## config.mk

```make
export PLATFORM = sky130hd
export DESIGN_NAME = cache_tag_ctrl
export DESIGN_NICKNAME = d
export VERILOG_FILES = /design/src/rtl/cache_pkg.sv /design/src/rtl/cache_tag_ctrl.sv
export SDC_FILE = /design/constraint.sdc
export NUM_CORES = 1
export LEC_CHECK = 0
export CORE_MARGIN = 2
export CORE_UTILIZATION = 40
export CTS_CLUSTER_SIZE = 24
export DETAILED_ROUTE_END_ITERATION = 10
export PLACE_DENSITY = 0.81
export SLEW_MARGIN = 40
export SYNTH_ARGS = -nofsm -noshare
export SYNTH_HDL_FRONTEND = slang
export SYNTH_SLANG_ARGS = --single-unit
```

## constraint.sdc

```tcl
create_clock -name clk -period 3 [get_ports clk]
set_input_delay 0.9 -clock clk [delete_from_list [all_inputs] [get_ports clk]]
set_output_delay 0.9 -clock clk [all_outputs]
set_load 0.02 [all_outputs]
```

## src/rtl/cache_pkg.sv

```systemverilog
// Shared types and widths for the direct-mapped cache tag path.
package cache;

  localparam int TAG_W    = 18;
  localparam int INDEX_W  = 10;
  localparam int OFFSET_W = 4;

  // Request to the tag memory: entry index and write enable.
  typedef struct packed {
    logic [INDEX_W-1:0] index;
    logic               we;
  } cache_req_t;

  // One tag entry as stored in the tag memory.
  typedef struct packed {
    logic             valid;
    logic             dirty;
    logic [TAG_W-1:0] tag;
  } cache_tag_t;

endpackage

```

## src/rtl/cache_tag_ctrl.sv

```systemverilog
// Direct-mapped cache tag controller. It clears every tag entry after reset,
// then serves one CPU lookup at a time. A miss writes back a dirty victim
// (if there is one), refills the line, and updates the tag entry.
//
// Handshakes: a transfer happens on a rising edge where valid and ready are
// both high. Once mem_req_valid is raised, it stays high with
// mem_req_wb/mem_req_addr unchanged until that edge. req_ready does not
// depend on req_valid. mem_resp_valid is a single-cycle completion pulse and
// is only sampled in the WAIT states.
module cache_tag_ctrl
  import cache::*;
#(
  parameter int size = 1024
) (
  input  logic        clk,
  input  logic        rst,
  input  logic        req_valid,
  output logic        req_ready,
  input  logic [31:0] req_addr,
  input  logic        req_we,
  output logic        resp_valid,
  output logic        resp_hit,
  output logic        mem_req_valid,
  input  logic        mem_req_ready,
  output logic        mem_req_wb,
  output logic [31:0] mem_req_addr,
  input  logic        mem_resp_valid,
  output cache_req_t  tag_req,
  output cache_tag_t  tag_write,
  input  cache_tag_t  tag_read
);

  localparam int CNT_W = $clog2(size);

  typedef enum logic [2:0] {
    INIT, IDLE, COMPARE, WB_REQ, WB_WAIT, RF_REQ, RF_WAIT, UPDATE
  } state_t;

  state_t             state, state_nx;
  logic [CNT_W-1:0]   cnt;
  logic [31:0]        r_addr;
  logic               r_we;
  logic [TAG_W-1:0]   victim_tag;
  logic [TAG_W-1:0]   r_tag;
  logic [INDEX_W-1:0] r_index;
  logic               hit;

  assign r_tag   = r_addr[31:14];
  assign r_index = r_addr[13:4];
  assign hit     = tag_read.valid && (tag_read.tag == r_tag);

  // State register; reset restarts the invalidation sweep.
  always_ff @(posedge clk or posedge rst) begin
    if (rst) state <= INIT;
    else     state <= state_nx;
  end

  // Sweep counter; it stops at the last entry, so the sweep ends without wrapping.
  always_ff @(posedge clk or posedge rst) begin
    if (rst) begin
      cnt <= '0;
    end else if (state == INIT && cnt != CNT_W'(size - 1)) begin
      cnt <= cnt + CNT_W'(1);
    end
  end

  // Capture the accepted request, and the victim tag when a lookup misses.
  always_ff @(posedge clk or posedge rst) begin
    if (rst) begin
      r_addr     <= '0;
      r_we       <= 1'b0;
      victim_tag <= '0;
    end else begin
      if (state == IDLE && req_valid) begin
        r_addr <= req_addr;
        r_we   <= req_we;
      end
      if (state == COMPARE && !hit) victim_tag <= tag_read.tag;
    end
  end

  // Next-state and output decode.
  always_comb begin
    state_nx      = state;
    req_ready     = 1'b0;
    resp_valid    = 1'b0;
    resp_hit      = 1'b0;
    mem_req_valid = 1'b0;
    mem_req_wb    = 1'b0;
    mem_req_addr  = '0;
    tag_req.index = r_index;
    tag_req.we    = 1'b0;
    tag_write     = '0;
    case (state)
      INIT: begin
        tag_req.index = INDEX_W'(cnt);
        tag_req.we    = 1'b1;
        if (cnt == CNT_W'(size - 1)) state_nx = IDLE;
      end
      IDLE: begin
        req_ready = 1'b1;
        if (req_valid) state_nx = COMPARE;
      end
      COMPARE: begin
        if (hit) begin
          resp_valid = 1'b1;
          resp_hit   = 1'b1;
          // A store to a clean line marks it dirty; a dirty line needs no write.
          if (r_we && !tag_read.dirty) begin
            tag_req.we = 1'b1;
            tag_write  = '{valid: 1'b1, dirty: 1'b1, tag: r_tag};
          end
          state_nx = IDLE;
        end else if (tag_read.valid && tag_read.dirty) begin
          state_nx = WB_REQ;
        end else begin
          state_nx = RF_REQ;
        end
      end
      WB_REQ: begin
        mem_req_valid = 1'b1;
        mem_req_wb    = 1'b1;
        mem_req_addr  = {victim_tag, r_index, 4'h0};
        if (mem_req_ready) state_nx = WB_WAIT;
      end
      WB_WAIT: begin
        if (mem_resp_valid) state_nx = RF_REQ;
      end
      RF_REQ: begin
        mem_req_valid = 1'b1;
        mem_req_addr  = {r_addr[31:4], 4'h0};
        if (mem_req_ready) state_nx = RF_WAIT;
      end
      RF_WAIT: begin
        if (mem_resp_valid) state_nx = UPDATE;
      end
      UPDATE: begin
        tag_req.we = 1'b1;
        tag_write  = '{valid: 1'b1, dirty: r_we, tag: r_tag};
        resp_valid = 1'b1;
        state_nx   = IDLE;
      end
      default: state_nx = INIT;
    endcase
  end

endmodule

```

==> qor.log <==
[synth] Async SR Flop Fraction 100%
[synth] flip-flop and latch count after synthesis 60
[critical_path] required time of the critical path 2100 ps
[clock_tree] Max clock buf depth 2
[power] total leakage power 2.65 nW
[drt] initial detailed-routing violation count 126
[timing] fmax 0.296 GHz
[placement] HPWL after DPL 6.66 mm
[finish] Inserted Diodes 0
[synth] most instantiated cells after synthesis sky130_fd_sc_hd__dfrtp_1, sky130_fd_sc_hd__mux2_2, sky130_fd_sc_hd__and2_1, sky130_fd_sc_hd__xnor2_1, sky130_fd_sc_hd__a22o_1
[timing] Setup Viol. Count Final 23
[timing] setup TNS -7230 ps
[timing] number of pins with negative max-slew slack in the final report 0
[placement] Placement Cell Area 4930 um^2
[synth] Mean Syn Cell Area 12.0 um^2
[synth] Synth Area in Simple Gates 14.6%
[floorplan] initial standard-cell utilization of the core 40.9%
[critical_path] max incr delay on CP 280 ps
[synth] dominant cell by count in the synthesized netlist sky130_fd_sc_hd__dfrtp_1
[critical_path] CP Data Arrival Time 2480 ps
[clock_tree] Max H-tree Level 3
[synth] post-synth cell types 41
[critical_path] depth of the worst register-to-register path 7
[synth] number of synthesized flops with an enable pin 0
[clock_tree] Clock Sinks 60
[synth] Synth Flop Type sky130_fd_sc_hd__dfrtp_1
[finish] area occupied by multi-input gates 2010 um^2
[critical_path] type of element launching the critical path input pin
[global_routing] total congestion overflow after global routing 0
[finish] post-synthesis to final-layout area growth 68.8%
[placement] count of port buffers added during placement 117
[power] largest vdd supply drop 0.000618 V
[synth] total standard cell area after synthesis 3330 um^2
[floorplan] placement row count 33
[synth] largest family of logic cells by synthesized area multiplexers
[synth] cell taking the most area after synthesis sky130_fd_sc_hd__dfrtp_1
[clock_tree] number of buffers added by the clock tree synthesis step 9
[drt] Vias per Instance 5.26
[drt] 1st-pass router iterations 4
[floorplan] die boundary width 95.2 um
[synth] Yosys Warn Count 0
[clock_tree] clock tree from TritonCTS built
[clock_tree] insertion delay to the later sink of the worst-skew pair 340 ps
[power] P per Cell Area 1030 nW/um^2
[synth] top cells by area in the synthesized netlist sky130_fd_sc_hd__dfrtp_1, sky130_fd_sc_hd__mux2_2, sky130_fd_sc_hd__and2_1
[global_routing] wire length of the first global-routing pass 15.9 mm
[floorplan] DIE AREA 9060 um^2
[power] overall power of the completed layout 5.79 mW
[global_routing] All-Layer GR Usage 23.4%
[finish] nets 509
[global_routing] initial antenna violation count 0
[status] outcome complete, but fails checks
[finish] fill cell instance count of the final layout 587
[floorplan] core area 8130 um^2
[global_routing] via count of the first global-routing pass 3053
[job] number of max-capacitance violations reported 0
[hold_path] Min-Delay Path Class register to register
[drt] vias post-DR 2943
[placement] final RePlAce weighted congestion 0.812
[floorplan] Die Span Y 95.2 um
[global_routing] pin count of the biggest net entering global routing 61
[timing] total count of hold-check failures in the final report 0
[critical_path] cell with the most instances on the worst path sky130_fd_sc_hd__buf_6
[critical_path] Worst Path Class, Setup input pin to output pin
[floorplan] Top Ports 126
[synth] complex-gate fraction of the synthesized area 8.65%
[drt] number of nets with antenna violations after routing 0
[clock_tree] Hold-fix buffers, CTS 0
[finish] finished layout cell area 5620 um^2
[status] failing checks setup timing
[drt] average routed wire per standard cell 18.9 um
[synth] adder-cell share of the synthesized area 0.376%
[timing] post-route minimum period 3380 ps
[timing] PnR worst setup slack -375 ps
[drt] sum of routed wire length over all layers 10.6 mm
[finish] register area 1510 um^2
[clock_tree] cell chosen for the clock root sky130_fd_sc_hd__clkbuf_8
[drt] final routed DRC violation total 0
[synth] post-synthesis cell count 278
[timing] unrepaired setup endpoints after global routing true
[timing] clk_skew 10.3 ps
[hold_path] Worst Hold Path Cells 1
[synth] portion of the post-synthesis area used by sequential elements 45.1%
[timing] share of the clock period used by the worst path 113%
[critical_path] endpoint kind of the worst setup timing path output pin
[clock_tree] CTS clk-pin slew, worst paths 60 ps
[critical_path] chain of cells forming the critical path buf_8 > xnor2_4 > nand4_1 > nor4_4 > a41o_2 > buf_6 > buf_16 > and2_4 > buf_6
[synth] share of the synthesized area in the top cell type 45.1%
[finish] fraction of final layout cells sized beyond drive strength 1 48.6%
[synth] xor and xnor fraction of the mapped netlist area 6.85%
[synth] post-synthesis mux area share 20.4%
[critical_path] cell at the slowest stage of the critical path sky130_fd_sc_hd__nor4_4
[critical_path] largest fanout on the critical path 5
state kept, by name, summed over array words and instances, names as in the netlist:
signal	flops
cnt	10
r_addr	28
r_we	1
state	3
victim_tag	18
report_power, final:
part	switching, mW	total [mW]	internal [mW]	leakage, nW
sequential	0.379	1.57	1.19	0.724
clock	0.320	0.747	0.427	0.102
combinational	1.56	3.47	1.91	1.83
total	2.26	5.79	3.53	2.65
cell type report:
type | count | share of cell area, %
inverters | 5 | 0.334
clock buffers | 12 | 2.76
repair buffers | 176 | 31.1
multi-input cells | 198 | 35.8
well taps | 105 | 2.34
flip-flops and latches | 60 | 26.8
clock inverters | 4 | 0.847
critical path, delay by kind of cell:
kind	cells	cell delay [ps]
compound gates	1	280
xor+xnor	1	180
buf+inv	4	500
simple gates	3	620
routing by layer:
| layer | global-route usage, % | vias up | wire length, um |
|---|---|---|---|
| met1 | 28.1 | 1469 | 4200 |
| li1 | - | 1332 | - |
| met3 | 4.19 | 19 | 559 |
| met4 | 10.5 | 0 | 238 |
| met2 | 40.7 | 123 | 5600 |
| met5 | 0 | - | 0 |
cell families (layout without fill, tap and decap cells):
group / after synthesis / in the layout
and+or+nand+nor: 76 / 76
DFF: 60 / 60
muxes: 57 / 57
AOI/OAI and AO/OA: 34 / 34
xor gates and xnor gates: 26 / 26
buffers and inverters: 23 / 197
adders and majority gates: 1 / 1
other: 1 / 4
metrics by stage:
stage / hold WS (ps) / std cells / setup slack, ps / util [%]
6_report: 495 / 560 / -375 / 69.0
5_1_grt: 524 / 560 / -416 / 69.0
4_1_cts: 494 / 549 / -349 / 66.3
3_5_place_dp: 484 / 521 / -1150 / 60.6
3_3_place_gp: 479 / 521 / -1110 / 60.6
2_1_floorplan: 451 / 281 / -22.4 / -
final timing paths:
kind,startpoint,to,slack [ps]
worst max-delay path,tag_read[2],tag_write[9],-380
worst min-delay path,cnt[5]$_DFFE_PP0N_,cnt[5]$_DFFE_PP0N_,490
worst max register to register,r_addr[31]$_DFFE_PP0P_,victim_tag[3]$_DFFE_PP0P_,720
worst min register to register,cnt[5]$_DFFE_PP0N_,cnt[5]$_DFFE_PP0N_,490
max in group asynchronous,rst,state[0]$_DFFE_PP0P_,1770
min in group asynchronous,rst,r_addr[10]$_DFFE_PP0P_,960
cells in the final DEF (no fill, tap or decap), types with 5 or more instances in the layout:
| cell | count |
|---|---|
| sky130_fd_sc_hd__nand4_1 | 10 |
| sky130_fd_sc_hd__clkbuf_8 | 11 |
| sky130_fd_sc_hd__buf_6 | 37 |
| sky130_fd_sc_hd__xnor2_2 | 5 |
| sky130_fd_sc_hd__xnor2_1 | 7 |
| sky130_fd_sc_hd__and2_4 | 18 |
| sky130_fd_sc_hd__xnor2_4 | 9 |
| sky130_fd_sc_hd__dfrtp_1 | 57 |
| sky130_fd_sc_hd__dlygate4sd2_1 | 36 |
| sky130_fd_sc_hd__clkdlybuf4s50_1 | 39 |
| sky130_fd_sc_hd__and2_1 | 13 |
| sky130_fd_sc_hd__a22o_1 | 17 |
| sky130_fd_sc_hd__mux2_2 | 47 |
| sky130_fd_sc_hd__buf_4 | 48 |
| sky130_fd_sc_hd__a21oi_1 | 5 |
| sky130_fd_sc_hd__nand2_1 | 7 |
| sky130_fd_sc_hd__mux2_4 | 10 |
repair_timing:
action                                  CTS  global route
pin swaps                                32            24
endpoints found under the setup margin   63            30
buffers inserted                          9            12
cloned                                    4             0
resized for setup                       275            35
Note: power is estimated with default switching activity, not from simulation.
